==> config.mk <==
export PLATFORM = sky130hd
export DESIGN_NAME = r200_pipe_ctrl
export DESIGN_NICKNAME = d
export VERILOG_FILES = /design/src/rtl/r200_pipe_ctrl.sv
export SDC_FILE = /design/constraint.sdc
export NUM_CORES = 1
export LEC_CHECK = 0
export CAP_MARGIN = 20
export CORE_ASPECT_RATIO = 0.8
export CORE_MARGIN = 1
export CORE_UTILIZATION = 48
export CTS_CLUSTER_DIAMETER = 60
export CTS_CLUSTER_SIZE = 10
export DETAILED_ROUTE_END_ITERATION = 16
export HOLD_SLACK_MARGIN = 0.02
export PLACE_DENSITY_LB_ADDON = 0.15
export SYNTH_ARGS = -nofsm -noshare
export SYNTH_HDL_FRONTEND = slang
export SYNTH_SLANG_ARGS = --single-unit
==> constraint.sdc <==
create_clock -name i_clk -period 2.21 [get_ports i_clk]
set_input_delay 0.3315 -clock i_clk [delete_from_list [all_inputs] [get_ports i_clk]]
set_output_delay 0.3315 -clock i_clk [all_outputs]
set_load 0.01 [all_outputs]
==> src/rtl/r200_pipe_ctrl.sv <==
// ============================================================================
// Module: r200_pipe_ctrl
//
// Purpose
//   Parametrised pipeline controller for the r200 core. It tracks destination
//   information for in-flight instructions in NSTAGES post-decode stages
//   (stage 1 = EX ... stage NSTAGES = WB). From that state it produces:
//     - per-source forwarding selects for the instruction in ID
//     - the load-use interlock
//     - the global freeze on a busy data memory
//     - flushes for redirects resolved in ID and in EX
//     - PC and IF/ID enables and the ID/EX bubble for the datapath
//
// Parameters
//   NSTAGES     post-ID stages tracked
//   REGADDR_W   register address width
//   NUM_SRC     source operands per instruction
//   LOAD_STAGE  first stage whose output carries load data (1 < LOAD_STAGE <= NSTAGES)
//   SEL_W       width of one forwarding select (derived)
//
// Ports
//   i_clk              clock, all state updates on the rising edge
//   i_rst_n            asynchronous reset, active low
//   i_id_valid         ID holds a real instruction
//   i_id_rs            source addresses, src i = [i*REGADDR_W +: REGADDR_W]
//   i_id_rs_used       source i is actually read
//   i_id_rd            destination address of the ID instruction
//   i_id_regwr         ID instruction writes rd
//   i_id_isload        ID instruction is a load
//   i_id_redirect      jump resolved in ID
//   i_ex_redirect      branch taken or jump resolved in EX
//   i_mem_stall        data memory busy, freeze the whole pipe
//   o_pc_en            PC may update
//   o_if_id_en         IF/ID register may load
//   o_if_id_flush      IF/ID loads a NOP
//   o_id_ex_flush      ID/EX loads a bubble
//   o_load_use_stall   interlock active this cycle
//   o_fwd_sel          per source: 0 = regfile, k = forward from stage k output
//   o_stage_valid      registered valid bit per stage, bit k-1 = stage k
// ============================================================================
module r200_pipe_ctrl #(
    parameter int NSTAGES    = 3,
    parameter int REGADDR_W  = 5,
    parameter int NUM_SRC    = 2,
    parameter int LOAD_STAGE = 2,
    parameter int SEL_W      = $clog2(NSTAGES + 1)
) (
    input  logic                           i_clk,
    input  logic                           i_rst_n,
    input  logic                           i_id_valid,
    input  logic [NUM_SRC*REGADDR_W-1:0]   i_id_rs,
    input  logic [NUM_SRC-1:0]             i_id_rs_used,
    input  logic [REGADDR_W-1:0]           i_id_rd,
    input  logic                           i_id_regwr,
    input  logic                           i_id_isload,
    input  logic                           i_id_redirect,
    input  logic                           i_ex_redirect,
    input  logic                           i_mem_stall,
    output logic                           o_pc_en,
    output logic                           o_if_id_en,
    output logic                           o_if_id_flush,
    output logic                           o_id_ex_flush,
    output logic                           o_load_use_stall,
    output logic [NUM_SRC*SEL_W-1:0]       o_fwd_sel,
    output logic [NSTAGES-1:0]             o_stage_valid
);

    // Per-cycle pipeline action, in priority order. ACT_RESET only appears
    // while i_rst_n is low and drives the safe reset values on the outputs.
    typedef enum logic [2:0] {
        ACT_RESET,
        ACT_FREEZE,
        ACT_EX_REDIR,
        ACT_LOAD_USE,
        ACT_ID_REDIR,
        ACT_NORMAL
    } action_t;

    // Stage state; index k-1 holds stage k.
    logic [NSTAGES-1:0]   r_valid;
    logic [NSTAGES-1:0]   r_regwr;
    logic [NSTAGES-1:0]   r_isload;
    logic [REGADDR_W-1:0] r_rd [NSTAGES];

    logic [NUM_SRC*SEL_W-1:0] w_fwd_sel;
    logic                     w_hazard;
    logic [REGADDR_W-1:0]     w_src_rs;
    logic [SEL_W-1:0]         w_src_sel;
    logic                     w_src_early_load;
    action_t                  w_action;
    logic                     w_id_enters;
    logic                     w_advance;

    // Forwarding and load-use detection. The stage scan runs from the oldest
    // stage down to stage 1 so the last hit, i.e. the nearest producer,
    // overrides any older one. Only the nearest producer decides the
    // interlock: if it is a load whose data is not yet available at that
    // stage's output, ID has to wait even if an older stage also matches.
    always_comb begin
        w_fwd_sel        = '0;
        w_hazard         = 1'b0;
        w_src_rs         = '0;
        w_src_sel        = '0;
        w_src_early_load = 1'b0;
        for (int i = 0; i < NUM_SRC; i++) begin
            w_src_rs         = i_id_rs[i*REGADDR_W +: REGADDR_W];
            w_src_sel        = '0;
            w_src_early_load = 1'b0;
            if (i_id_valid && i_id_rs_used[i] && (w_src_rs != '0)) begin
                for (int k = NSTAGES; k >= 1; k--) begin
                    if (r_valid[k-1] && r_regwr[k-1] && (r_rd[k-1] == w_src_rs)) begin
                        w_src_sel        = SEL_W'(k);
                        w_src_early_load = r_isload[k-1] && (k < LOAD_STAGE);
                    end
                end
            end
            w_fwd_sel[i*SEL_W +: SEL_W] = w_src_sel;
            if (w_src_early_load) begin
                w_hazard = 1'b1;
            end
        end
    end

    // Pick the single action for this cycle. A busy memory freezes
    // everything, a redirect from EX kills the load-use wait because the
    // dependent instruction in ID is on the wrong path anyway, and an ID
    // jump is dropped during an interlock since ID re-issues next cycle.
    always_comb begin
        w_action = ACT_NORMAL;
        if (!i_rst_n) begin
            w_action = ACT_RESET;
        end else if (i_mem_stall) begin
            w_action = ACT_FREEZE;
        end else if (i_ex_redirect) begin
            w_action = ACT_EX_REDIR;
        end else if (w_hazard) begin
            w_action = ACT_LOAD_USE;
        end else if (i_id_redirect) begin
            w_action = ACT_ID_REDIR;
        end
    end

    // Control outputs decoded from the chosen action. Forwarding selects are
    // passed through except in reset, where the datapath must read the
    // register file.
    always_comb begin
        o_pc_en          = 1'b1;
        o_if_id_en       = 1'b1;
        o_if_id_flush    = 1'b0;
        o_id_ex_flush    = 1'b0;
        o_load_use_stall = 1'b0;
        o_fwd_sel        = w_fwd_sel;
        w_id_enters      = 1'b0;
        w_advance        = 1'b1;
        unique case (w_action)
            ACT_RESET: begin
                o_pc_en       = 1'b0;
                o_if_id_en    = 1'b0;
                o_if_id_flush = 1'b1;
                o_id_ex_flush = 1'b1;
                o_fwd_sel     = '0;
                w_advance     = 1'b0;
            end
            ACT_FREEZE: begin
                o_pc_en    = 1'b0;
                o_if_id_en = 1'b0;
                w_advance  = 1'b0;
            end
            ACT_EX_REDIR: begin
                o_if_id_flush = 1'b1;
                o_id_ex_flush = 1'b1;
            end
            ACT_LOAD_USE: begin
                o_pc_en          = 1'b0;
                o_if_id_en       = 1'b0;
                o_id_ex_flush    = 1'b1;
                o_load_use_stall = 1'b1;
            end
            ACT_ID_REDIR: begin
                o_if_id_flush = 1'b1;
                w_id_enters   = 1'b1;
            end
            ACT_NORMAL: begin
                w_id_enters = 1'b1;
            end
            default: begin
                w_advance = 1'b0;
            end
        endcase
    end

    // Stage registers. On every non-frozen edge the older stages shift by
    // one and stage 1 takes either the ID instruction or a bubble. A write
    // to x0 is recorded as no write so it can never be forwarded.
    always_ff @(posedge i_clk or negedge i_rst_n) begin
        if (!i_rst_n) begin
            r_valid  <= '0;
            r_regwr  <= '0;
            r_isload <= '0;
            for (int k = 0; k < NSTAGES; k++) begin
                r_rd[k] <= '0;
            end
        end else if (w_advance) begin
            for (int k = NSTAGES - 1; k >= 1; k--) begin
                r_valid[k]  <= r_valid[k-1];
                r_regwr[k]  <= r_regwr[k-1];
                r_isload[k] <= r_isload[k-1];
                r_rd[k]     <= r_rd[k-1];
            end
            if (w_id_enters) begin
                r_valid[0]  <= i_id_valid;
                r_rd[0]     <= i_id_rd;
                r_regwr[0]  <= i_id_regwr && (i_id_rd != '0);
                r_isload[0] <= i_id_isload;
            end else begin
                r_valid[0]  <= 1'b0;
                r_rd[0]     <= '0;
                r_regwr[0]  <= 1'b0;
                r_isload[0] <= 1'b0;
            end
        end
    end

    assign o_stage_valid = r_valid;

endmodule

==> run summary <==
final worst clock skew = 0.00854 ns
VDD IR-drop max = 518 µV
library cells used by synthesis = 29
GRT Total Usage = 29.1%
final net count = 243
Pins Over Slew Limit = 0
RR Startpoint = r_rd[11]
fmax = 0.426 GHz
first drt pass iteration count = 4
Cells after Synth = 136
number of port buffers = 36
first-pass GRT wire length = 7000 µm
worst rel slew slack = 77.2%
Core Util, Final = 83.9%
post-layout instance area = 2350 µm²
worst path arrival time = 2.01 ns
Layout area overhead = 62.7%
CP Launch Type = flip-flop
Synth Register Bits = 22
die height = 51.1 µm
Hold Crit Class = reg -> reg
mean post-synth cell area = 10.6 µm²
DPL Wire Length = 3120 µm
Post-CTS Hold Buffers = 0
clk_lat worst skew = 0.27 ns
antenna viol nets, final = 0
FF-to-FF End = r_regwr[0]
worst r2r path cells = 8
Placed Instances = 242
CP Class = reg -> out
Pwr Total = 1.33 mW
detailed-route via count = 1381
Tightest Pin Transition = 0.339 ns
Pwr Density = 564 nW/µm²
Avg Vias per Cell = 5.42
Most used DFF post-synth = dfrtp_1
ys async rst share = 100%
Hold Path Sink = r_isload[0]
vias in the first global route = 1457
Final Critical Period = 2.35 ns
Num CTS Buffers = 3
Post-synth EDFFs = 0
hold path depth = 2
htree depth = 1
global route total overflow = 0
final antenna diode count = 0
CTS tree = yes
Starting DRT DRC Count = 64
CTS max path bufs = 2
share of post-route cells with drive strength above 1 = 55.3%
Worst R2R Setup Slack = 0.34 ns
Non-Filler Instances = 255
most common cell after layout, fill and taps aside = buf_4
status = complete, but fails checks
Lkg Pwr = 1.10 nW
most frequent cells in the layout = buf_4 (45), dfrtp_1 (20), xor2_1 (17), clkdlybuf4s50_1 (17), buf_2 (15)
worst setup margin = -0.136 ns
failing checks = negative setup slack
initial antenna violation count = 0
num rows = 17
clk sinks = 22
post-synthesis sequential area ratio = 38.0%
largest net degree at the start of global routing = 21
die width = 63.4 µm
Reg clk slew, reported paths = 0.08 ns
crit share post-route = 106%
RSZ-0062 raised after global routing = true
DR DRC count = 0
GP Congestion = 0.856
core box area = 2810 µm²
final hold vios = 0
wire per inst = 18.1 µm
worst hold start = r_isload[0]
# IOs = 37
Max FO, Critical Path = 3
final-layout fill cell count = 158
drt total wl = 4620 µm
Final Setup Violations = 8
syn_nets = 161
yosys warns = 0
Post-DP Area = 2110 µm²
Max-cap violations = 0
Worst Setup End Kind = output pin
die area = 3240 µm²
initial core utilization = 51.6%
synthesized area = 1450 µm²
Clock Root Buffer = clkbuf_8
CP required = 1.88 ns
## worst max-delay path, stage by stage, from the launching register on
cell and delay (ns):
dfrtp_1 0.44, xor2_2 0.18, nor4_4 0.34, buf_4 0.18, nand3_2 0.07, a2111oi_2 0.36, buf_2 0.19
## power by group
part	leakage, nW	total (mW)	switching (mW)	internal [mW]
sequential	0.286	0.544	0.0764	0.468
combinational	0.789	0.493	0.223	0.270
clock	0.0288	0.292	0.133	0.159
total	1.10	1.33	0.432	0.896
## cells by family (layout without fill, tap and decap cells)
group | after synthesis | count (layout) | synth area share (%)
compound gates | 19 | 19 | 15.6
xor+xnor | 30 | 30 | 18.2
buf+inv | 16 | 97 | 4.93
flops | 22 | 22 | 38.0
mux | 14 | 14 | 10.9
simple gates | 35 | 35 | 12.4
## flip-flops by register name, indices dropped and copies added (netlist names)
| name | flops |
|---|---|
| r_rd | 15 |
| o_stage_valid | 3 |
| r_regwr | 3 |
| r_isload | 1 |
## metal layers
metal / vias up / track usage [%] / wire (µm)
li1: 652 / - / -
met5: - / 0 / 0
met2: 37 / 50.5 / 2340
met3: 14 / 5.36 / 165
met4: 0 / 12.9 / 144
met1: 678 / 35.3 / 1970
## Yosys cell counts (2+ instances only)
| cell | number | area share, % |
|---|---|---|
| dfrtp_1 | 22 | 38 |
| xor2_1 | 18 | 11 |
| mux2_2 | 14 | 11 |
| nand2_1 | 12 | 3.1 |
| xnor2_1 | 12 | 7.3 |
| inv_1 | 9 | 2.3 |
| o41ai_2 | 8 | 9.0 |
| nand4_1 | 5 | 2.2 |
| nor3_1 | 4 | 1.4 |
| nor4_1 | 4 | 1.7 |
| clkbuf_1 | 3 | 0.78 |
| a2111oi_0 | 2 | 1.2 |
| a41oi_1 | 2 | 1.2 |
| buf_1 | 2 | 0.52 |
| nand2b_1 | 2 | 0.86 |
| nand3_1 | 2 | 0.69 |
| nor2_1 | 2 | 0.52 |
| or4_1 | 2 | 1.0 |
## final cells by class
cell class              count  area (µm²)  area share, %
multi-input cells          98        1010           42.8
flip-flops and latches     22         553           23.5
well taps                  38        47.5           2.02
clock buffers               4        55.1           2.34
inverters                   9        33.8           1.43
repair buffers             84         657           27.9
## what timing repair did
action	CTS	global route
hold endpoints to repair	0	0
gates resized for setup	98	11
endpoints found under the setup margin	9	7
pin swaps	25	14
setup buffers	8	1
## stage by stage
stage	worst slack [ns]	hold slack (ns)	setup TNS [ns]
floorplan	0.0527	0.0359	0
global placement	-0.775	0.466	-7.67
detailed placement	-0.888	0.496	-8.56
CTS	-0.0725	0.516	-0.366
global route	-0.223	0.526	-1.31
finish	-0.136	0.522	-0.492
## worst max-delay path by stage
stage / startpoint / to / slack [ns]
6_report: r_rd[3] / o_fwd_sel[1] / -0.14
5_1_grt: r_rd[3] / o_fwd_sel[1] / -0.22
3_3_place_gp: i_id_rs[3] / o_fwd_sel[1] / -0.78
3_5_place_dp: i_id_rs[8] / o_fwd_sel[3] / -0.89
2_1_floorplan: i_id_rs[7] / o_pc_en / 0.05
4_1_cts: r_rd[0] / o_fwd_sel[1] / -0.07
Power figures use the tool's default switching activity.
